[src/rtl/phy_rx_pkg.sv]
// Shared definitions for the serial lane receiver: comma symbol, lock depth and FSM encoding.
package phy_rx_pkg;

  localparam int unsigned WORD_W          = 8;
  localparam int unsigned BIT_CNT_W       = 3;
  localparam int unsigned COMMA_CNT_W     = 4;
  localparam int unsigned STATE_W         = 2;

  localparam logic [WORD_W-1:0] COMMA_SYM       = 8'hBC;
  localparam int unsigned       COMMA_COUNT_DEF = 4;

  typedef enum logic [STATE_W-1:0] {
    ST_SEARCH  = 2'd0,
    ST_LOCKING = 2'd1,
    ST_ACTIVE  = 2'd2
  } rx_state_e;

endpackage

[src/rtl/phy_rx_serial_lane.sv]
// One receive lane: MSB-first deserializer that hunts for the comma symbol,
// locks after COMMA_COUNT aligned commas, then emits one word per 8 bit clocks.
module phy_rx_serial_lane
  import phy_rx_pkg::*;
#(
  parameter logic [WORD_W-1:0] COMMA       = COMMA_SYM,
  parameter int unsigned       COMMA_COUNT = COMMA_COUNT_DEF
) (
  input  logic              clk_8f,
  input  logic              reset,
  input  logic              data_in,
  output logic [WORD_W-1:0] data_out,
  output logic              valid_out,
  output logic              byte_stb,
  output logic              active
);

  localparam logic [COMMA_CNT_W-1:0] COMMA_TARGET = COMMA_CNT_W'(COMMA_COUNT);
  localparam logic [BIT_CNT_W-1:0]   LAST_BIT     = BIT_CNT_W'(WORD_W - 1);

  // Only the seven most recent bits are kept; the eighth is the live input.
  logic [WORD_W-2:0]      sr, sr_nxt;
  logic [BIT_CNT_W-1:0]   bit_cnt, bit_cnt_nxt;
  logic [COMMA_CNT_W-1:0] comma_cnt, comma_cnt_nxt;
  rx_state_e              state, state_nxt;
  logic [WORD_W-1:0]      data_nxt;
  logic                   valid_nxt;
  logic                   stb_nxt;
  logic                   active_nxt;

  logic [WORD_W-1:0]      w;
  logic                   is_comma;
  logic                   boundary;

  always_ff @(posedge clk_8f) begin
    if (reset) begin
      sr        <= '0;
      bit_cnt   <= '0;
      comma_cnt <= '0;
      state     <= ST_SEARCH;
      data_out  <= '0;
      valid_out <= 1'b0;
      byte_stb  <= 1'b0;
      active    <= 1'b0;
    end else begin
      sr        <= sr_nxt;
      bit_cnt   <= bit_cnt_nxt;
      comma_cnt <= comma_cnt_nxt;
      state     <= state_nxt;
      data_out  <= data_nxt;
      valid_out <= valid_nxt;
      byte_stb  <= stb_nxt;
      active    <= active_nxt;
    end
  end

  always_comb begin
    w             = {sr, data_in};
    is_comma      = (w == COMMA);
    boundary      = (bit_cnt == LAST_BIT);

    sr_nxt        = w[WORD_W-2:0];
    bit_cnt_nxt   = bit_cnt + BIT_CNT_W'(1);
    comma_cnt_nxt = comma_cnt;
    state_nxt     = state;
    data_nxt      = data_out;
    valid_nxt     = valid_out;
    stb_nxt       = 1'b0;
    active_nxt    = active;

    case (state)
      ST_SEARCH: begin
        // Bit-granular hunt; alignment is taken from the edge that completes a comma.
        bit_cnt_nxt = '0;
        if (is_comma) begin
          comma_cnt_nxt = COMMA_CNT_W'(1);
          if (COMMA_COUNT == 1) begin
            state_nxt  = ST_ACTIVE;
            active_nxt = 1'b1;
          end else begin
            state_nxt  = ST_LOCKING;
          end
        end
      end

      ST_LOCKING: begin
        if (boundary) begin
          if (is_comma) begin
            comma_cnt_nxt = comma_cnt + COMMA_CNT_W'(1);
            if (comma_cnt_nxt == COMMA_TARGET) begin
              state_nxt  = ST_ACTIVE;
              active_nxt = 1'b1;
            end
          end else begin
            comma_cnt_nxt = '0;
            bit_cnt_nxt   = '0;
            state_nxt     = ST_SEARCH;
          end
        end
      end

      ST_ACTIVE: begin
        if (boundary) begin
          stb_nxt = 1'b1;
          if (is_comma) begin
            valid_nxt = 1'b0;
          end else begin
            data_nxt  = w;
            valid_nxt = 1'b1;
          end
        end
      end

      default: begin
        state_nxt     = ST_SEARCH;
        bit_cnt_nxt   = '0;
        comma_cnt_nxt = '0;
      end
    endcase
  end

endmodule

[config.mk]
export PLATFORM = sky130hd
export DESIGN_NAME = phy_rx_serial_lane
export DESIGN_NICKNAME = d
export VERILOG_FILES = /design/src/rtl/phy_rx_pkg.sv /design/src/rtl/phy_rx_serial_lane.sv
export SDC_FILE = /design/constraint.sdc
export NUM_CORES = 1
export LEC_CHECK = 0
export CAP_MARGIN = 20
export CORE_MARGIN = 8
export CORE_UTILIZATION = 57
export CTS_BUF_LIST = sky130_fd_sc_hd__clkbuf_16
export DETAILED_ROUTE_END_ITERATION = 7
export MAX_ROUTING_LAYER = met4
export PLACE_DENSITY = 0.81
export SLEW_MARGIN = 20
export SYNTH_ARGS = -nofsm -noshare
export SYNTH_HDL_FRONTEND = slang
export SYNTH_SLANG_ARGS = --single-unit
[constraint.sdc]
create_clock -name clk_8f -period 3.2 [get_ports clk_8f]
set_input_delay 0.64 -clock clk_8f [delete_from_list [all_inputs] [get_ports clk_8f]]
set_output_delay 0.64 -clock clk_8f [all_outputs]
set_load 0.01 [all_outputs]
==> flow_summary.ini <==
[critical_path]
crit_fanout = 6
regToRegStartpoint = bit_cnt[0]
worstSetupEndpointType = register
reg2regPathDepth = 6
r2r_end = comma_cnt[2]
criticalPathCategory = primary input to register
cp-start-kind = primary input
crit_arrival_ps = 2310
cp.required_ps = 3350
r2r_slack_ps = 1410

[final_layout]
fillers = 153
num_antenna_cells = 0
fin_area_sq_um = 1380
fin_nets = 136
final_cell_mix = dfxtp_1 (27), clkdlybuf4s50_1 (13), nor2_1 (10)
area_growth_pct = 21.3
mostFrequentLayoutCell = dfxtp_1
drive_gt1_share_pct = 7.20

[power_and_ir_drop]
switching_power_uw = 145
clkPwrFrac_pct = 43.4
finalPower_uw = 673
power_leakage_nw = 0.600
switching_share_pct = 21.6
p_per_area_nw_per_um2 = 486
p_int_uw = 527
power_frac_comb_pct = 5.4
vdd_drop_max_v = 0.000468
power_frac_seq_pct = 51.3

[clocking]
cts_made_buffers = 3
htreeDepth = 1
cts_sinks = 27
clkTransAtPathRegs_ps = 70
hold_buffers = 0
post-cts-setup-buffers = 0
clk_path_buf_depth = 2
root_buffer = clkbuf_16
cts-resized-gates = 0
cts_tree = yes
clock_latency_ps = 260

[sta]
setup_violations = 0
fin_setup_tns_ps = 0
post-route-min-period_ps = 2160
relSlewSlack_pct = 65.4
rsz0062_at_grt = no
period_share_pct = 67.5
hold-worst-slack_ps = 455
hold_viol_final = 0
fmax_mhz = 463
skew_ps = 3.87
final_max_slew_viol_count = 0
worstMarginPinSlew_ps = 518

[job]
max-cap-violations = 0

[synth]
ys_ff_latch = 27
synthesis.area_sq_um = 1140
ys_warn_count = 0
syn_area_per_cell_sq_um = 10.4
synth_nets = 120
syn_inst = 110
yosysSeqAreaShare_pct = 47.4
synth.distinct_cells = 34

[placement]
post_dp_cell_area_sq_um = 1300
gp_congestion = 0.829
hpwlAfterDp_mm = 1.72
portBuffers = 13

[route]
vias = 871
drc = 0
firstDrtPassIters = 4
viasPerCell = 5.73
antenna_left = 0
avgRoutedWirePerCell_um = 15.5
wl_mm = 2.36
drt_iter0_markers = 15

[die]
initial_core_util_pct = 59.4
coreArea_sq_um = 1920
die_w_um = 60.7
rows = 16
ioPinCount = 14
die_h_um = 60.7
die-area_sq_um = 3690

[global_route]
grt_antenna_before_repair = 0
grt_pass1_vias = 913
grt_use_total_pct = 14.9
grt.overflow.total = 0
grt_pass1_wl_mm = 4.02
grt_start_max_net_pins = 18

[hold_path]
min_from = data_out[7]
worstHoldPathCells = 2
hold_end = data_out[7]
hold_class = register to register

[status]
status = complete, no violations
-- worst max path at each step --
stage,startpoint,end
floorplan,data_in,comma_cnt[2]
global placement,data_in,comma_cnt[2]
detailed placement,data_in,comma_cnt[2]
CTS,data_in,data_out[1]
global route,data_in,bit_cnt[0]
finish,data_in,comma_cnt[2]
-- logic make-up after synthesis --
logic type | Yosys count | share of synthesized area (%)
simple gates | 31 | 15.9
fa+ha+maj | 7 | 7.68
xor+xnor | 1 | 0.768
compound gates | 28 | 19.1
flops | 27 | 47.4
buf+inv | 9 | 3.07
mux | 7 | 6.14
-- worst max-delay path: stages --
cell and delay [ps]:
clkdlybuf4s50_1 480, or4b_4 560, o21ai_4 210, o211ai_1 120, a32o_1 300
-- routing by layer --
| layer | global-route usage, % | vias to the layer above | routed length [um] |
|---|---|---|---|
| li1 | - | 431 | - |
| met1 | 15.1 | 412 | 1010 |
| met2 | 26.2 | 22 | 1210 |
| met3 | 5.08 | 6 | 103 |
| met4 | 4.98 | 0 | 44 |
| met5 | - | - | 0 |
-- synth_stat cells (all sizes together) --
library cell	count	area share (%)
nor4b	1	1.3
o211a	1	0.88
dfxtp	27	47
or4b	1	1.2
nor3	2	0.88
a2111oi	1	0.88
and4	2	1.5
and3	1	0.55
o21a	2	1.3
a311oi	1	0.77
o211ai	2	1.3
inv	6	2.0
a21o	2	1.3
o21ai	3	2.3
buf	1	0.44
nand4	2	1.1
o2111a	2	2.0
nor2b	7	3.8
nor2	10	3.3
a21oi	5	2.2
a211o	1	0.77
a21boi	1	0.66
xor2	1	0.77
nand3	2	0.88
a32o	2	1.8
mux2i	7	6.1
clkbuf	2	0.66
nor3b	1	0.66
nand2	2	0.66
a31oi	3	1.6
ha	7	7.7
a211oi	2	1.3
-- state kept, by name, indices dropped and copies added (netlist names) --
register,cells
valid_out,1
data_out,8
sr,7
active,1
comma_cnt,4
state,2
bit_cnt,3
byte_stb,1
-- metrics by stage --
step / utilization, % / instances / worst slack [ps]
global route: 72.0 / 152 / 913
finish: 72.0 / 152 / 1040
global placement: 67.6 / 148 / 804
detailed placement: 67.6 / 148 / 773
floorplan: - / 110 / 1380
CTS: 72.0 / 152 / 1040
-- final cells by class --
cell class / instances / area [sq um] / area share (%)
Clock inverter: 1 / 8.76 / 0.633
Clock buffer: 3 / 75.1 / 5.42
Inverter: 6 / 22.5 / 1.63
Timing Repair Buffer: 14 / 138 / 9.95
Sequential cell: 27 / 541 / 39.1
Multi-Input combinational cell: 74 / 566 / 40.9
Tap cell: 27 / 33.8 / 2.44
-- power groups by stage --
stage	Clock (mW)	Sequential, mW	Combinational [mW]
after floorplan	0	0.351	0.0247
final	0.292	0.345	0.0360
after global placement	0	0.352	0.0342
after global routing	0.314	0.345	0.0397
after CTS	0.300	0.345	0.0360
after detailed placement	0	0.352	0.0353
(Power assumes the default switching activity.)
==> RTL change, RTL diff (same settings) <==
`data_out` no longer has a reset.
--- a/src/rtl/phy_rx_serial_lane.sv
+++ b/src/rtl/phy_rx_serial_lane.sv
@@ -39,5 +39,4 @@
       comma_cnt <= '0;
       state     <= ST_SEARCH;
-      data_out  <= '0;
       valid_out <= 1'b0;
       byte_stb  <= 1'b0;
@@ -48,9 +47,12 @@
       comma_cnt <= comma_cnt_nxt;
       state     <= state_nxt;
-      data_out  <= data_nxt;
       valid_out <= valid_nxt;
       byte_stb  <= stb_nxt;
       active    <= active_nxt;
     end
+  end
+
+  always_ff @(posedge clk_8f) begin
+    data_out <= data_nxt;
   end
 
Function: same outputs for any inputs over 10 cycles, from zero or initial values and one cycle with reset high; that may be too few to reach the edited logic, so the function may still have changed.
==> RTL change against the unedited design <==
Routed wire length is 15% lower. Final area decreased by 5.4%. Sequential cell count unchanged. Area after synthesis down 4.8%. Register-to-register slack got worse by 240 ps. Largest power group unchanged. Count of clock-buffer cells in the layout unchanged. First-iteration DRC count fell by 13%. Via count down 13%. Total power is 0.92% lower. Setup slack got worse by 200 ps. Die area is 3.6% lower. Combinational power fell by 15%.
==> RTL change: results (changes against the unedited design) <==
drt:
  wl_met1_um: 838  # -17%
  wl_met2_mm: 1.02  # -15%
  vias_per_cell: 5.80  # +1.2%
  routed_wirelength_mm: 2.01  # -15%
  drt_iter0_markers: 13  # -2
sta:
  final.period_utilization: 0.737  # +0.0618
  relSlewSlack: 0.469  # -0.184
  finalClockSkew_ps: 4.75  # +0.877 ps
place:
  dpl.cell_count: 126  # -15%
  dpl_cell_area_um2: 1230  # -5.5%
  place.gp.congestion: 0.785  # -5.3%
  dp_slack_ps: 620  # -154 ps
outcome:
  status: "complete, no violations"
synth:
  yosys-top-cells-area: "dfxtp_1, edfxtp_1, ha_1"
  yosys-top-cells-count: "dfxtp_1, edfxtp_1, ha_1, nor2b_1, inv_1"
  synth_fp_nets: 101  # -16%
  syn_inst: 91  # -17%
  synth-edff-count: 8  # +8
  ys_types: 30  # -12%
setup_path:
  slowest_delay_ps: 510  # -50 ps
  arrival_ps: 2530  # +220 ps
  r2r_end: "state[0]"
  setup.reg_to_reg.worst_slack_ps: 1170  # -240 ps
  worstPathMaxFanout: 8  # +2
power:
  p_int_uw: 534  # +1.4%
grt:
  grt_pass1_wl_mm: 3.20  # -20%
  grt_usage: 0.122  # -0.0275
final_layout:
  drive_gt1_frac: 0.0667  # -0.00533
  num-nets-final: 116  # -15%
-- RTL change: cell type report --
cell class                      instances  area (um2)
Sequential cell                        27         621
Fill cell                             136         455
Multi-Input combinational cell         55         424
Timing Repair Buffer                   13         130
Clock buffer                            3        75.1
Tap cell                               25        31.3
Inverter                                6        22.5
Clock inverter                          1        5.00
-- RTL change: per-layer routing --
metal,global-route usage,vias up
met4,0.0544,0
met3,0.0257,5
met1,0.135,358
met5,-,-
met2,0.206,20
li1,-,371
-- RTL change: worst min path at each step --
stage | from | endpoint | depth (start not counted)
2_1_floorplan | bit_cnt[0] | bit_cnt[0] | 1
3_3_place_gp | bit_cnt[0] | bit_cnt[0] | 1
3_5_place_dp | sr[6] | data_out[7] | 0
4_1_cts | bit_cnt[0] | bit_cnt[0] | 1
5_1_grt | bit_cnt[0] | bit_cnt[0] | 1
6_report | bit_cnt[0] | bit_cnt[0] | 1
-- RTL change: cell families after synthesis --
family                   count (synthesis)  share of synthesized area
flip-flops                              27                      0.571
AO/OA/AOI/OAI                           24                      0.173
AND/OR/NAND/NOR                         23                      0.129
buffers and inverters                    9                     0.0380
adder cells (fa/ha/maj)                  7                     0.0806
XOR/XNOR                                 1                    0.00807
-- RTL change: worst reg2reg max path, delay by kind of cell (launching register included) --
kind	cells	cell delay [ps]
buffers and inverters	1	80
flip-flops	1	340
AO/OA/AOI/OAI	3	1160
adder cells (fa/ha/maj)	2	380
-- RTL change: power groups by stage --
stage	Clock (mW)	Sequential, mW	Combinational [mW]
final	0.277	0.359	0.0306
after global routing	0.290	0.359	0.0339
after detailed placement	0	0.366	0.0297
after global placement	0	0.366	0.0284
after floorplan	0	0.365	0.0211
after CTS	0.276	0.359	0.0306
